## src/rtl/tdm_demux_1x16.sv

```systemverilog
// ---------------------------------------------------------------------------
// tdm_demux_1x16
//
// Receive end of a 16-slot time-division serial stream. Each valid cycle one
// bit is steered into lane slot_cnt (or 15-slot_cnt when MSB_FIRST=1) of a
// shadow register. The last slot of a frame publishes the completed word into
// the dout holding register, with a valid/ack handshake towards the consumer.
//
// Optional build macro: TDM_DEMUX_PARITY_EN
//   Frame grows to 17 slots. Slot 16 carries even parity over slots 0-15.
//   Publish happens on slot 16, slot_cnt widens to 5 bits, and par_err is
//   added (registered at publish, valid while frame_valid=1).
//
// Parameters:
//   OUT_INIT   reset value of dout
//   MSB_FIRST  0: first slot lands in dout[0]; 1: first slot lands in dout[15]
//
// Ports:
//   clk          system clock, all logic on rising edge
//   rst_n        synchronous active-low reset
//   din          serial data bit
//   din_valid    din is a slot bit this cycle
//   sof          start of frame, forces the slot counter to slot 0
//   frame_ack    consumer accepts the published frame
//   dout         last completed frame (registered)
//   frame_valid  dout holds an unacknowledged frame
//   frame_done   one-cycle pulse on each publish
//   slot_cnt     slot index the next valid bit will fill
//   par_err      parity error of the published frame (parity build only)
//   overrun      sticky: a frame was published over an unacknowledged one
// ---------------------------------------------------------------------------
module tdm_demux_1x16 #(
    parameter logic [15:0] OUT_INIT  = 16'h0000,
    parameter bit          MSB_FIRST = 1'b0
) (
    input  logic        clk,
    input  logic        rst_n,
    input  logic        din,
    input  logic        din_valid,
    input  logic        sof,
    input  logic        frame_ack,
    output logic [15:0] dout,
    output logic        frame_valid,
    output logic        frame_done,
`ifdef TDM_DEMUX_PARITY_EN
    output logic [4:0]  slot_cnt,
    output logic        par_err,
`else
    output logic [3:0]  slot_cnt,
`endif
    output logic        overrun
);

`ifdef TDM_DEMUX_PARITY_EN
    localparam int SLOT_W    = 5;
    localparam int FRAME_LEN = 17;
`else
    localparam int SLOT_W    = 4;
    localparam int FRAME_LEN = 16;
`endif
    localparam logic [SLOT_W-1:0] LAST_SLOT = SLOT_W'(FRAME_LEN - 1);

    logic [SLOT_W-1:0] slot_cnt_reg;
    logic [SLOT_W-1:0] eff_slot;
    logic [3:0]        lane;
    logic [15:0]       lane_sel;
    logic [15:0]       merged;
    logic [15:0]       shadow_reg;
    logic [15:0]       dout_reg;
    logic              frame_valid_reg;
    logic              frame_done_reg;
    logic              overrun_reg;
    logic              store_bit;
    logic              publish;

    // sof with a valid bit means this bit is slot 0, whatever the counter says.
    assign eff_slot = sof ? '0 : slot_cnt_reg;
    assign lane     = MSB_FIRST ? (4'd15 - eff_slot[3:0]) : eff_slot[3:0];

    // One-hot lane decode; merged is the shadow with the incoming bit dropped
    // into its lane, so the last bit can be published without an extra cycle.
    generate
        for (genvar gi = 0; gi < 16; gi++) begin : g_lane
            assign lane_sel[gi] = (lane == 4'(gi));
            assign merged[gi]   = lane_sel[gi] ? din : shadow_reg[gi];
        end
    endgenerate

`ifdef TDM_DEMUX_PARITY_EN
    // Slot 16 is the parity bit and never lands in the shadow.
    assign store_bit = din_valid & ~eff_slot[4];
`else
    assign store_bit = din_valid;
`endif

    assign publish = din_valid & ~sof & (slot_cnt_reg == LAST_SLOT);

`ifdef TDM_DEMUX_PARITY_EN
    logic par_err_reg;
`endif

    always_ff @(posedge clk) begin
        if (!rst_n) begin
            shadow_reg      <= '0;
            slot_cnt_reg    <= '0;
            dout_reg        <= OUT_INIT;
            frame_valid_reg <= 1'b0;
            frame_done_reg  <= 1'b0;
            overrun_reg     <= 1'b0;
`ifdef TDM_DEMUX_PARITY_EN
            par_err_reg     <= 1'b0;
`endif
        end else begin
            frame_done_reg <= 1'b0;

            if (store_bit) begin
                shadow_reg <= merged;
            end

            if (sof) begin
                slot_cnt_reg <= din_valid ? SLOT_W'(1) : '0;
            end else if (din_valid) begin
                slot_cnt_reg <= publish ? '0 : slot_cnt_reg + SLOT_W'(1);
            end

            if (publish) begin
`ifdef TDM_DEMUX_PARITY_EN
                dout_reg    <= shadow_reg;
                par_err_reg <= ^shadow_reg ^ din;
`else
                dout_reg    <= merged;
`endif
                frame_valid_reg <= 1'b1;
                frame_done_reg  <= 1'b1;
                // An ack arriving on the publish cycle releases the old frame,
                // so only an unacknowledged one counts as overrun.
                if (frame_valid_reg && !frame_ack) begin
                    overrun_reg <= 1'b1;
                end
            end else if (frame_ack) begin
                frame_valid_reg <= 1'b0;
            end
        end
    end

    assign dout        = dout_reg;
    assign frame_valid = frame_valid_reg;
    assign frame_done  = frame_done_reg;
    assign slot_cnt    = slot_cnt_reg;
    assign overrun     = overrun_reg;
`ifdef TDM_DEMUX_PARITY_EN
    assign par_err     = par_err_reg;
`endif

endmodule

```

## config.mk

```make
export PLATFORM = sky130hd
export DESIGN_NAME = tdm_demux_1x16
export DESIGN_NICKNAME = d
export VERILOG_FILES = /design/src/rtl/tdm_demux_1x16.sv
export SDC_FILE = /design/constraint.sdc
export NUM_CORES = 1
export LEC_CHECK = 0
export BUFFER_PORTS_ARGS = -buffer_cell sky130_fd_sc_hd__buf_2
export CAP_MARGIN = 0
export CORE_UTILIZATION = 52
export CTS_CLUSTER_DIAMETER = 30
export DETAILED_ROUTE_END_ITERATION = 12
export HOLD_SLACK_MARGIN = 0.12
export PLACE_DENSITY_LB_ADDON = 0.3
export SKIP_LAST_GASP = 1
export SYNTH_ARGS = -nofsm -noshare
export SYNTH_HDL_FRONTEND = slang
export SYNTH_SLANG_ARGS = --single-unit
```

## constraint.sdc

```tcl
create_clock -name clk -period 2.05 [get_ports clk]
set_clock_uncertainty 0.05 [all_clocks]
set_input_delay 0.205 -clock clk [delete_from_list [all_inputs] [get_ports clk]]
set_output_delay 0.205 -clock clk [all_outputs]
set_load 0.01 [all_outputs]
```

**After elaboration in Yosys (flattened, before gate mapping)**

Index checks and enable logic that the tools add are counted.

- Register bits: 39
- Latch bits: 0
- Memory bits (writable): 0
- Bits in read-only memories: 0
- Bits of input ports: 6
- Output and inout bits: 23
- Logic and storage cells: 56
- Memories kept: 0

- Add/sub/neg operators: 1
- $mul: 0
- Div/mod/pow operators: 0
- $lt $le $gt $ge: 0
- Equality and inequality tests: 16
- Shift operators: 0
- Mux-type cells: 24
- Bitwise gates (word level): 3
- Reduce and logical (&&, ||, !) cells: 6

Operator list:

| operator | count |
|---|---|
| $eq A4 B4 Y1 const B | 9 |
| $mux W1 | 20 |
| $eq A4 B3 Y1 const B | 4 |
| $mux W4 | 4 |
| $eq A4 B2 Y1 const B | 2 |
| $add A4 B1 Y4 const B | 1 |
| $eq A4 B1 Y1 const B | 1 |
| $logic_not A4 Y1 | 1 |
| $reduce_bool A2 Y1 | 2 |
| $and A1 B1 Y1 | 2 |
| $reduce_and A2 Y1 | 1 |
| $logic_and A1 B1 Y1 | 1 |
| $logic_not A1 Y1 | 1 |
| $not A1 Y1 | 1 |

**Longest topological paths before layout**

- Word-level depth: 6
- Depth in mapped cells: 6
- Depth with buffers taken out: 4

**Least setup slack after synthesis**

Ideal clock, no wire load.

- Path kind: flip-flop to flip-flop
- Start: register slot_cnt_reg[0] (netlist: slot_cnt[0])
- End: register dout_reg[10] (netlist: dout[10])
- Setup time: 0.070 ns
- Arrival time: 1.384 ns
- Required time: 1.930 ns
- Setup slack: 0.546 ns
- Cell stages (with the launch flop): 6
- Path buffers: 2
- Clock period less this slack: 1.504 ns
- Cell sequence: dfxtp_1 > ha_1 > buf_2 > buf_1 > nand3_1 > a21oi_1

- Cells in the longest elaborated chain, start to end: 3
- Elaborated cells on any way between the ends: 5
- Classes of those cells: eq/ne: 2; mux: 2; bitwise: 1

RTL lines:

| element | RTL line | source |
|---|---|---|
| start: declaration | 63 | `logic [SLOT_W-1:0] slot_cnt_reg;` |
| start signal: assignment | 121 | `slot_cnt_reg <= din_valid ? SLOT_W'(1) : '0;` |
| start signal: assignment | 123 | `slot_cnt_reg <= publish ? '0 : slot_cnt_reg + SLOT_W'(1);` |
| $mux W4 | 77 | `assign eff_slot = sof ? '0 : slot_cnt_reg;` |
| $eq A4 B4 Y1 | 84 | `assign lane_sel[gi] = (lane == 4'(gi));` |
| $mux W1 | 85 | `assign merged[gi] = lane_sel[gi] ? din : shadow_reg[gi];` |
| end signal: assignment | 131 | `dout_reg <= merged;` |
| end: declaration | 69 | `logic [15:0] dout_reg;` |

Parallel ways exist; a longest one is shown, timed or not.
A chain may end at the register's enable or synchronous reset.

**Worst setup path in the final report**

- Start: register slot_cnt_reg[1] (netlist: slot_cnt[1])
- End: register dout_reg[15] (netlist: dout[15])

The elaborated chain is that of the path after synthesis.

==> qor.yml <==
status: "finished, final reports clean"
dieWidth_um: 60.52
synth_top_family_by_area: "simple AND/OR/NAND/NOR gates"
die_h_um: 60.52
gr-total-overflow: 0
critical_path.max_stage_delay_ns: 0.66
rsz0062_at_grt: "false"
crit_buf_inv: 1
post_cts_resized: 0
r2r-start: "slot_cnt[1]"
gp_congestion: 0.8482
yosysMostFrequentCell: "dfxtp_1"
core_area_mm2: 0.003153
start_util_pct: 56.47
ys_ff_latch: 39
synthAdderAreaFrac_pct: 0.7027
crit_path_top_delay_cell: "dfxtp_1"
synthArstFlopShare_pct: 0
top_usage_layer: "met1"
viasPerCell: 5.826
ir_drop_mv: 0.2984
power_uw: 1304
clk_pin_slew_worst_paths_ns: 0.12
fmax_mhz: 548.7
use_met1_pct: 35.74
period_share_pct: 88.90
cts_tree: "built"
r2r_slack_ns: 0.23
dpl.hpwl_um: 2766
path_depth: 4
synth.distinct_cells: 39
seq_area_frac_synth_pct: 43.85
synth_edf_count: 0
finalSetupViolations: 0
post_drt_wl_per_cell_um: 14.67
ys.flop_type: "dfxtp_1"
cts_inserted_buffers: 5
postLayoutCoreUtil_pct: 63.41
synthTopCellsByArea: "dfxtp_1, a21oi_1, o21ai_0"
met2_usage_pct: 34.22
fin_crit_ns: 1.822
syn_area_mm2: 0.001780
root_buffer: "clkbuf_4"
synth_commonest_cells: "dfxtp_1, a21oi_1, o21ai_0, nand3_1"
arrival_ns: 2.00
ant_nets: 0
relSlewSlack_pct: 64.18
area_delta_synth_final_pct: 12.30
synth_fp_nets: 214
synth_top_cell_by_area: "dfxtp_1"
ios: 29
vias: 1608
grt_pass1_wl_um: 6506
dieArea_mm2: 0.003662
critPathTopFamily: "flip-flops"
crit_path_start_kind: "flip-flop"
cp_data_required_time_ns: 2.22
crit_chain: "ha_1, inv_1, nor2_1, a311oi_1"
worstRegToRegCells: 4
synth_compound_area_share_pct: 21.78
row_count: 20
power_leakage_uw: 0.0007488
cp-startpoint: "slot_cnt[1]"
hold_path.class: "primary input to flip-flop"
synthMuxAreaShare_pct: 1.124
diodes: 0
synth_cells: 207
htreeDepth: 2
power_density_mw_per_mm2: 652.0
cp_max_fo: 16
drive_above_1_share_pct: 21.12
ys_warn_count: 0
synthXorXnorAreaFrac_pct: 0.9838
yosys.area_share.simple_pct: 24.88
drt_wl_total_um: 4050
clk-insertion-delay-late_ns: 0.35
synth_top_area_share_pct: 43.85
setup_tns_ns: 0
end_kind: "flip-flop"
first_pass_iters: 4
drtIter0Drc: 108
cp-endpoint: "dout[15]"
hold_buffers: 1
route.detailed.drc: 0
r2r-end: "dout[15]"
clock-sinks: 39
criticalPathCategory: "flip-flop to flip-flop"
grt_max_degree: 29
grt.total_usage_pct: 24.32
met3_usage_pct: 6.183
grt_antenna_before_repair: 0
slew_viol_final: 0
worstMarginPinSlew_ns: 0.5365
numPortBuffers: 28
cts.path.max_buffers: 2
hold_viol: 0
max_cap_violations: 0
finalNetCount: 238
syn_avg_cell_area_um2: 8.601
postCtsSetupBuffers: 0
grt_pass1_vias: 1313
## worst min-delay path by stage
stage / startpoint / to / slack [ns] / depth (start not counted)
floorplan: rst_n / frame_valid / 0.27 / 1
global placement: shadow_reg[0] / shadow_reg[0] / 0.40 / 2
detailed placement: shadow_reg[0] / shadow_reg[0] / 0.40 / 2
CTS: frame_ack / frame_valid / 0.13 / 3
global route: frame_ack / frame_valid / 0.12 / 3
finish: frame_ack / frame_valid / 0.13 / 3
## power by group
part / internal, uW / switching, uW / total, uW
Clock: 200 / 259 / 460
Sequential: 762 / 8.78 / 770
Combinational: 27.3 / 46.3 / 73.5
Total: 989 / 314 / 1300
## metrics by stage
stage	std cells	setup slack, ns	cell area [um^2]	hold slack, ns
2_1_floorplan	207	0.5456	1780	0.2726
3_3_place_gp	267	0.3287	1917	0.3965
3_5_place_dp	267	0.2453	1917	0.4038
4_1_cts	276	0.2279	1999	0.1287
5_1_grt	276	0.1489	1999	0.1239
6_report	276	0.2276	1999	0.1317
## cell families (layout without fill, tap and decap cells)
logic type | after synthesis | in the layout
compound gates | 71 | 71
simple gates | 71 | 71
flops | 39 | 39
buf+inv | 21 | 46
xor+xnor | 2 | 2
mux | 2 | 2
fa+ha+maj | 1 | 1
## cell usage in the layout (no fill, tap or decap), drive strengths merged, types with 2 or more instances in the layout
master	count
nand3b	4
and3b	4
nand3	28
a21oi	30
dfxtp	39
nor3b	4
nor3	2
mux2i	2
nand2b	5
nand4	2
a31oi	2
or3b	4
a311oi	4
o21ai	30
nand2	6
clkbuf	7
nor2	5
buf	35
inv	2
nor2b	2
## layout make-up
| type | instances | area, um^2 |
|---|---|---|
| Clock buffer | 7 | 65.06 |
| Clock inverter | 1 | 7.507 |
| Fill cell | 294 | 1154 |
| Inverter | 2 | 7.507 |
| Multi-Input combinational cell | 147 | 880.8 |
| Sequential cell | 39 | 780.7 |
| Tap cell | 44 | 55.05 |
| Timing Repair Buffer | 36 | 202.7 |
## worst register-to-register path: stages (launching register included)
cell	delay, ns
dfxtp_1	0.66
ha_1	0.27
inv_1	0.17
nor2_1	0.41
a311oi_1	0.15
## layer usage
metal | wire, um | vias to the layer above | part of all wire (%)
li1 | - | 797 | -
met1 | 2026 | 755 | 50
met2 | 1725 | 49 | 43
met3 | 241 | 7 | 6.0
met4 | 57 | 0 | 1.4
met5 | 0 | - | 0
No activity file was read; power rests on OpenSTA's default activity.
